==> src/rtl/mem_queue_seq.sv <==
// Command sequencer for the buffer/LIFO/FIFO datapath: issues memory reads
// and queue PUSH/POP opcodes to load a block into the queue or drain it out.
module mem_queue_seq #(
    parameter int DinLENGTH = 32,
    parameter int ADDR_W    = 8,
    parameter int CNT_W     = 8
) (
    input  logic                 clk,
    input  logic                 reset,
    input  logic                 start_i,
    input  logic                 cmd_i,
    input  logic [ADDR_W-1:0]    base_addr_i,
    input  logic [CNT_W-1:0]     count_i,
    input  logic                 abort_i,
    output logic                 busy_o,
    output logic                 done_o,
    output logic                 err_o,
    output logic                 mem_valid_o,
    output logic                 mem_r_w_o,
    output logic [ADDR_W-1:0]    mem_addr_o,
    output logic [1:0]           q_opcode_o,
    input  logic                 q_full_i,
    input  logic                 q_empty_i,
    input  logic [DinLENGTH-1:0] q_dout_i,
    output logic [DinLENGTH-1:0] out_data_o,
    output logic                 out_valid_o
);

    typedef enum logic [2:0] {
        IDLE,
        LD_RD,
        LD_PUSH,
        DR_POP,
        DR_OUT,
        DONE
    } state_e;

    localparam logic [1:0] OP_NIMIC = 2'd0;
    localparam logic [1:0] OP_PUSH  = 2'd1;
    localparam logic [1:0] OP_POP   = 2'd2;

    state_e               state_q, state_d;
    logic [ADDR_W-1:0]    addr_q, addr_d;
    logic [CNT_W-1:0]     rem_q, rem_d;
    logic                 err_q, err_d;
    logic [DinLENGTH-1:0] out_data_q;
    logic                 out_valid_q;
    logic                 capture;
    logic                 busy;
    logic                 mem_valid;
    logic [1:0]           q_opcode;

    always_ff @(posedge clk or posedge reset) begin
        if (reset) begin
            state_q     <= IDLE;
            addr_q      <= '0;
            rem_q       <= '0;
            err_q       <= 1'b0;
            out_data_q  <= '0;
            out_valid_q <= 1'b0;
        end else begin
            state_q     <= state_d;
            addr_q      <= addr_d;
            rem_q       <= rem_d;
            err_q       <= err_d;
            out_valid_q <= capture;
            if (capture) begin
                out_data_q <= q_dout_i;
            end
        end
    end

    always_comb begin
        state_d   = state_q;
        addr_d    = addr_q;
        rem_d     = rem_q;
        err_d     = 1'b0;
        capture   = 1'b0;
        busy      = 1'b0;
        mem_valid = 1'b0;
        q_opcode  = OP_NIMIC;
        unique case (state_q)
            IDLE: begin
                if (start_i) begin
                    addr_d = base_addr_i;
                    rem_d  = count_i;
                    if (count_i == '0) begin
                        state_d = DONE;
                    end else begin
                        state_d = cmd_i ? DR_POP : LD_RD;
                    end
                end
            end
            LD_RD: begin
                busy = 1'b1;
                if (!q_full_i) begin
                    mem_valid = 1'b1;
                    addr_d    = addr_q + ADDR_W'(1);
                    state_d   = LD_PUSH;
                end
            end
            LD_PUSH: begin
                busy     = 1'b1;
                q_opcode = OP_PUSH;
                rem_d    = rem_q - CNT_W'(1);
                state_d  = (rem_q == CNT_W'(1)) ? DONE : LD_RD;
            end
            DR_POP: begin
                busy = 1'b1;
                if (!q_empty_i) begin
                    q_opcode = OP_POP;
                    state_d  = DR_OUT;
                end
            end
            DR_OUT: begin
                busy    = 1'b1;
                capture = 1'b1;
                rem_d   = rem_q - CNT_W'(1);
                state_d = (rem_q == CNT_W'(1)) ? DONE : DR_POP;
            end
            DONE: begin
                state_d = IDLE;
            end
            default: begin
                state_d = IDLE;
            end
        endcase
        // Abort squashes whatever the busy state would have issued this cycle.
        if (busy && abort_i) begin
            state_d   = DONE;
            err_d     = 1'b1;
            addr_d    = addr_q;
            rem_d     = rem_q;
            capture   = 1'b0;
            mem_valid = 1'b0;
            q_opcode  = OP_NIMIC;
        end
    end

    assign busy_o      = busy;
    assign done_o      = (state_q == DONE);
    assign err_o       = (state_q == DONE) && err_q;
    assign mem_valid_o = mem_valid;
    assign mem_r_w_o   = 1'b0;
    assign mem_addr_o  = addr_q;
    assign q_opcode_o  = q_opcode;
    assign out_data_o  = out_data_q;
    assign out_valid_o = out_valid_q;

endmodule

==> config.mk <==
export PLATFORM = sky130hd
export DESIGN_NAME = mem_queue_seq
export DESIGN_NICKNAME = d
export VERILOG_FILES = /design/src/rtl/mem_queue_seq.sv
export SDC_FILE = /design/constraint.sdc
export NUM_CORES = 1
export LEC_CHECK = 0
export CAP_MARGIN = 10
export CORE_ASPECT_RATIO = 0.8
export CORE_MARGIN = 4
export CORE_UTILIZATION = 40
export DETAILED_ROUTE_END_ITERATION = 8
export GPL_TIMING_DRIVEN = 0
export PLACE_DENSITY_LB_ADDON = 0.12
export RECOVER_POWER = 50
export SLEW_MARGIN = 20
export SYNTH_ARGS = -nofsm -noshare
export SYNTH_HDL_FRONTEND = slang
export SYNTH_SLANG_ARGS = --single-unit
==> constraint.sdc <==
create_clock -name clk -period 1.6 [get_ports clk]
set_input_delay 0.4 -clock clk [delete_from_list [all_inputs] [get_ports clk]]
set_output_delay 0.4 -clock clk [all_outputs]
set_load 0.005 [all_outputs]
== Word-level counts from Yosys, hierarchy flattened ==
Cells that the tools add are included.

* Input port bits: 55
* Latch bits: 0
* Logic and storage cells: 55
* Output and inout bits: 48
* Flip-flop bits (word level): 53
* RAM bits: 0
* ROM bits: 0
* Memories: 0

* Bitwise logic cells: 1
* $lt $le $gt $ge: 0
* Mux-type cells: 24
* Multipliers: 0
* $add $sub $neg: 2
* Shift operators: 0
* Divide/modulo/power cells: 0
* Reductions and logical operators: 11
* Equality and inequality tests: 11

{| class="wikitable"
|+ Operators with widths
! kind !! number
|-
| $pmux W8 S2 || 2
|-
| $mux W8 || 3
|-
| $mux W3 || 7
|-
| $pmux W3 S5 || 1
|-
| $ne A3 B3 Y1 const B || 3
|-
| $add A8 B1 Y8 const B || 1
|-
| $eq A8 B1 Y1 const B || 1
|-
| $logic_not A8 Y1 || 1
|-
| $sub A8 B1 Y8 const B || 1
|-
| $mux W1 || 7
|-
| $eq A3 B2 Y1 const B || 2
|-
| $eq A3 B3 Y1 const B || 2
|-
| $mux W2 || 3
|-
| $reduce_and A3 Y1 || 2
|-
| $ne A2 B2 Y1 const B || 2
|-
| $pmux W2 S2 || 1
|-
| $reduce_and A4 Y1 || 1
|-
| $reduce_bool A2 Y1 || 2
|-
| $reduce_or A4 Y1 || 1
|-
| $eq A3 B1 Y1 const B || 1
|-
| $logic_not A3 Y1 || 1
|-
| $logic_and A1 B1 Y1 || 2
|-
| $reduce_or A2 Y1 || 1
|-
| $not A1 Y1 || 1
|}

== Depth between registers and ports, before layout ==
* Depth after elaboration: 6
* Depth in mapped cells: 6
* Gate-level depth less buffers: 6

== Worst setup path after synthesis ==
Ideal clock, no wire load.

* Kind: flip-flop to output port
* Start: register state_q[2]
* End: output port mem_valid_o
* Data required time: 1.200 ns
* Stages on the path, launching flop included: 5
* Arrival time: 1.371 ns
* Buffers on the path: 2
* Slack: -0.171 ns
* Cell sequence: dfrtp_1 buf_2 or3b_2 buf_2 nor3_1

* Cells in the longest elaborated chain, start to end: 5
* Elaborated cells between the ends (all ways): 9
* Those cells by class: eq/ne (4); mux (3); reduce/logical (2)

{| class="wikitable"
|+ RTL lines
! element !! line !! source
|-
| start: declaration || 42 || <nowiki>state_e state_q, state_d;</nowiki>
|-
| start signal: assignment || 62 || <nowiki>state_q <= state_d;</nowiki>
|-
| $eq A3 B2 Y1, or another cell as far along || 82 || <nowiki>unique case (state_q)</nowiki>
|-
| $reduce_or A4 Y1 (no line) || -- ||
|-
| $mux W1 || 82 ||
|-
| $logic_and A1 B1 Y1 || 129 || <nowiki>if (busy && abort_i) begin</nowiki>
|-
| $mux W1 * || 129 ||
|-
| end: declaration || 18 || <nowiki>output logic mem_valid_o,</nowiki>
|}

Every way passes the cells marked *; elsewhere a longest branch is shown, timed or not.

== Worst setup path after layout ==
* Start: register state_q[1]
* End: output port q_opcode_o[0]

* Cells in the longest elaborated chain, start to end: 5
* Elaborated cells between the ends (all ways): 9
* Those cells by class: eq/ne (4); mux (3); reduce/logical (2)

{| class="wikitable"
|+ RTL lines
! element !! line !! source
|-
| $eq A3 B2 Y1, or another cell as far along || 82 ||
|-
| $reduce_or A4 Y1 (no line) || -- ||
|-
| $mux W1 || 82 ||
|-
| $logic_and A1 B1 Y1 || 129 ||
|-
| $mux W2 * || 129 ||
|-
| end: declaration || 21 || <nowiki>output logic [1:0] q_opcode_o,</nowiki>
|}

Marks and branches as above.

==> summary.txt <==
Synth
  • Top-count cell post-synth: dfrtp_1
  • Share of the synthesized area in the top cell type: 0.4928
  • Post-synth net total: 293
  • Post-Synthesis Cells: 235
  • Mean Syn Cell Area: 11.45 µm²
  • Synthesis-stage register bit count: 53
  • Register area share after synthesis: 0.4928
  • Ys Warns: 0
  • Asr flop ratio synth: 1.000
  • Most used DFF post-synth: dfrtp_1
  • Post-synth EDFFs: 0
  • Netlist cell types: 53
  • Synth top area cells: dfrtp_1 (49%), mux2_2 (13%), o21ai_0 (2.2%)
  • Area of the mapped netlist: 0.002691 mm²
  • Synth cell count leaders: dfrtp_1 (53), mux2_2 (32), nor2_1 (14)
  • Synth area leader: dfrtp_1

Power
  • Peak VDD IR: 0.0009374 V
  • Leak: 2.401 nW
  • Pwr/cell area: 1919 mW/mm²
  • Total chip power: 9.365 mW

Floorplan
  • Die W: 99.71 µm
  • Row cnt: 26
  • Core region area: 0.006474 mm²
  • Initial Util: 0.4157
  • I/O pin total: 103
  • Die Span Y: 81.37 µm
  • Total die area: 0.008113 mm²

Cells and area
  • Layout cells sized above 1: 0.3936
  • P&R area growth vs syn: 81.31%
  • Final layout net count: 461
  • Finished Layout Cells: 488
  • Ant. Diodes: 0
  • Finished Cell Area: 0.004880 mm²

CTS
  • CTS Buf Count: 5
  • Worst-skew pair later-pin latency: 0.31 ns
  • CTS Root Cell: clkbuf_8
  • CTS tree: yes
  • Clock slew at reported path FFs: 0.10 ns
  • Clock buffer depth: 2
  • H-tree Lvls: 2
  • CTS sink cnt: 53

Placed design
  • Post-detail-place hpwl: 4.998 mm
  • Port-buffer cells: 101
  • RD Place Congestion: 0.8991
  • Placed Cells: 421
  • Place WS: -0.8960 ns
  • Dpl cell area: 0.003974 mm²

Timing
  • Final setup viols: 49
  • Hold Fails Final Rpt: 0
  • Final slew viol count: 0
  • Unrepaired setup endpoints after global routing: yes
  • Worst-Margin Slew: 0.5470 ns
  • Crit path time final: 1.981 ns
  • Layout Skew: 0.003760 ns
  • Max Fclk: 0.5047 GHz
  • Final worst slack: -0.3813 ns
  • TNS Setup: -7.555 ns
  • Final Cycle Share: 1.238
  • Slew margin rel.: 0.6346

Routing
  • Pre-Repair DR Iteration Count: 4
  • Via count: 2,578
  • Vias per inst: 5.283
  • Final WL: 8.304 mm
  • Number of DRC markers in iteration 0: 88
  • Wire per inst: 17.02 µm
  • Routed Antenna Nets: 0
  • # DRC: 0

Critical path
  • CP max stage cell: or3b_4
  • CP endpoint kind: output port
  • Critical Path AT: 1.58 ns
  • Max incr delay on CP: 0.38 ns
  • Critical path cell sequence: buf_6, or3b_4, or2_4, clkinv_4, buf_6
  • Type of origin of the critical path: register
  • CP Max Fanout: 4
  • CP delay by family, top: simple AND/OR/NAND/NOR gates
  • Crit path buf inv count: 3
  • Crit-path most repeated cell: buf_6
  • CP Data Required Time: 1.20 ns
  • CP Class: register to output port

Flow run
  • Max Cap Viol: 0

Status
  • Outcome: finished, violations left
  • Failing checks: negative setup slack

Global route
  • Largest net degree at the start of global routing: 30
  • First-pass GRT wire length: 12.28 mm
  • GRT Total Usage: 0.1893
  • Vias in the first global route: 2,447
  • Initial antenna violation count: 0
  • Overflow after GRT: 0

Worst hold path
  • HP Class: register to register
==> where the power goes <==
group	internal, mW	switching [mW]	total [mW]
Sequential	2.02	0.417	2.44
Clock	0.312	0.477	0.789
Combinational	3.78	2.36	6.14
==> repair_timing <==
action                                  4_1_cts  5_1_grt
resized for setup                            80       59
gates cloned                                  3        0
pin swaps                                    12        9
hold buffers                                  0        0
endpoints found under the setup margin       71       83
buffers inserted                             33       28
==> metal layers <==
metal | track usage | wire (µm)
met2 | 0.3029 | 4042
met3 | 0.04464 | 588
met4 | 0.04229 | 99
met5 | 0 | 0
met1 | 0.2618 | 3573
==> metrics by stage <==
step | util | hold WS, ns
6_report | 0.7538 | 0.5161
3_3_place_gp | 0.6107 | 0.4679
3_5_place_dp | 0.6138 | 0.4779
4_1_cts | 0.7070 | 0.4995
5_1_grt | 0.7538 | 0.5300
2_1_floorplan | - | 0.4614
==> placed cells by master, fill, tap and decap left out, types with 2 or more instances in the layout <==
| master | instances |
|---|---|
| nor2b_1 | 2 |
| buf_2 | 5 |
| o311ai_0 | 2 |
| o22ai_1 | 3 |
| buf_12 | 7 |
| a21oi_2 | 2 |
| nand3_1 | 6 |
| o21ai_1 | 3 |
| dlygate4sd2_1 | 10 |
| dfrtp_1 | 52 |
| ha_1 | 2 |
| nor3_1 | 2 |
| nor2_2 | 2 |
| o21ai_0 | 8 |
| nand2b_1 | 2 |
| mux2i_1 | 4 |
| mux2_4 | 33 |
| inv_2 | 2 |
| dlymetal6s2s_1 | 31 |
| nand2_1 | 8 |
| or2_4 | 3 |
| buf_6 | 15 |
| clkdlybuf4s50_1 | 53 |
| inv_1 | 3 |
| o22a_1 | 5 |
| clkinvlp_4 | 2 |
| o2bb2ai_1 | 5 |
| buf_4 | 48 |
| o211ai_1 | 3 |
| nor3b_2 | 3 |
| nor2_1 | 11 |
| a32oi_1 | 2 |
| or3b_4 | 2 |
| a21oi_1 | 9 |
| nor4_1 | 2 |
| clkbuf_8 | 5 |
| nor3_2 | 3 |
| a22oi_1 | 2 |
==> layout make-up <==
cell class / instances / area (µm²)
inverter: 8 / 41.29
timing repair buffer: 164 / 1655
tap: 84 / 105.1
buffer: 10 / 130.1
sequential: 53 / 1328
clock inverter: 3 / 21.27
fill: 451 / 1594
multi-input combinational: 161 / 1530
clock buffer: 5 / 68.82
==> logic make-up (layout without fill, tap and decap cells) <==
group           Yosys count  count (layout)  synth area share
fa+ha+maj                 3               3           0.01395
mux                      37              37            0.1530
compound gates           54              54            0.1395
buf+inv                  21             190           0.04835
flops                    53              53            0.4928
simple gates             64              64            0.1446
other cells               1               1          0.001393
xor+xnor                  2               2          0.006510
==> path summary, 6_finish.rpt <==
check	start	endpoint	slack (ns)	cells past startpoint
max	state_q[1]$_DFFE_PP0P_	q_opcode_o[0]	-0.38	5
min	out_data_o[14]$_DFFE_PP0P_	out_data_o[14]$_DFFE_PP0P_	0.52	1
max reg2reg	state_q[1]$_DFFE_PP0P_	rem_q[1]$_DFFE_PP0P_	-0.26	7
min reg2reg	out_data_o[14]$_DFFE_PP0P_	out_data_o[14]$_DFFE_PP0P_	0.52	1
max in group asynchronous	reset	rem_q[6]$_DFFE_PP0P_	0.16	3
min in group asynchronous	reset	out_data_o[27]$_DFFE_PP0P_	0.60	2
==> registers in the layout, summed over array words and instances (netlist names) <==
name         flops
out_data_o      32
rem_q            8
mem_addr_o       8
out_valid_o      1
err_q            1
state_q          3
Power figures use the tool's default switching activity.
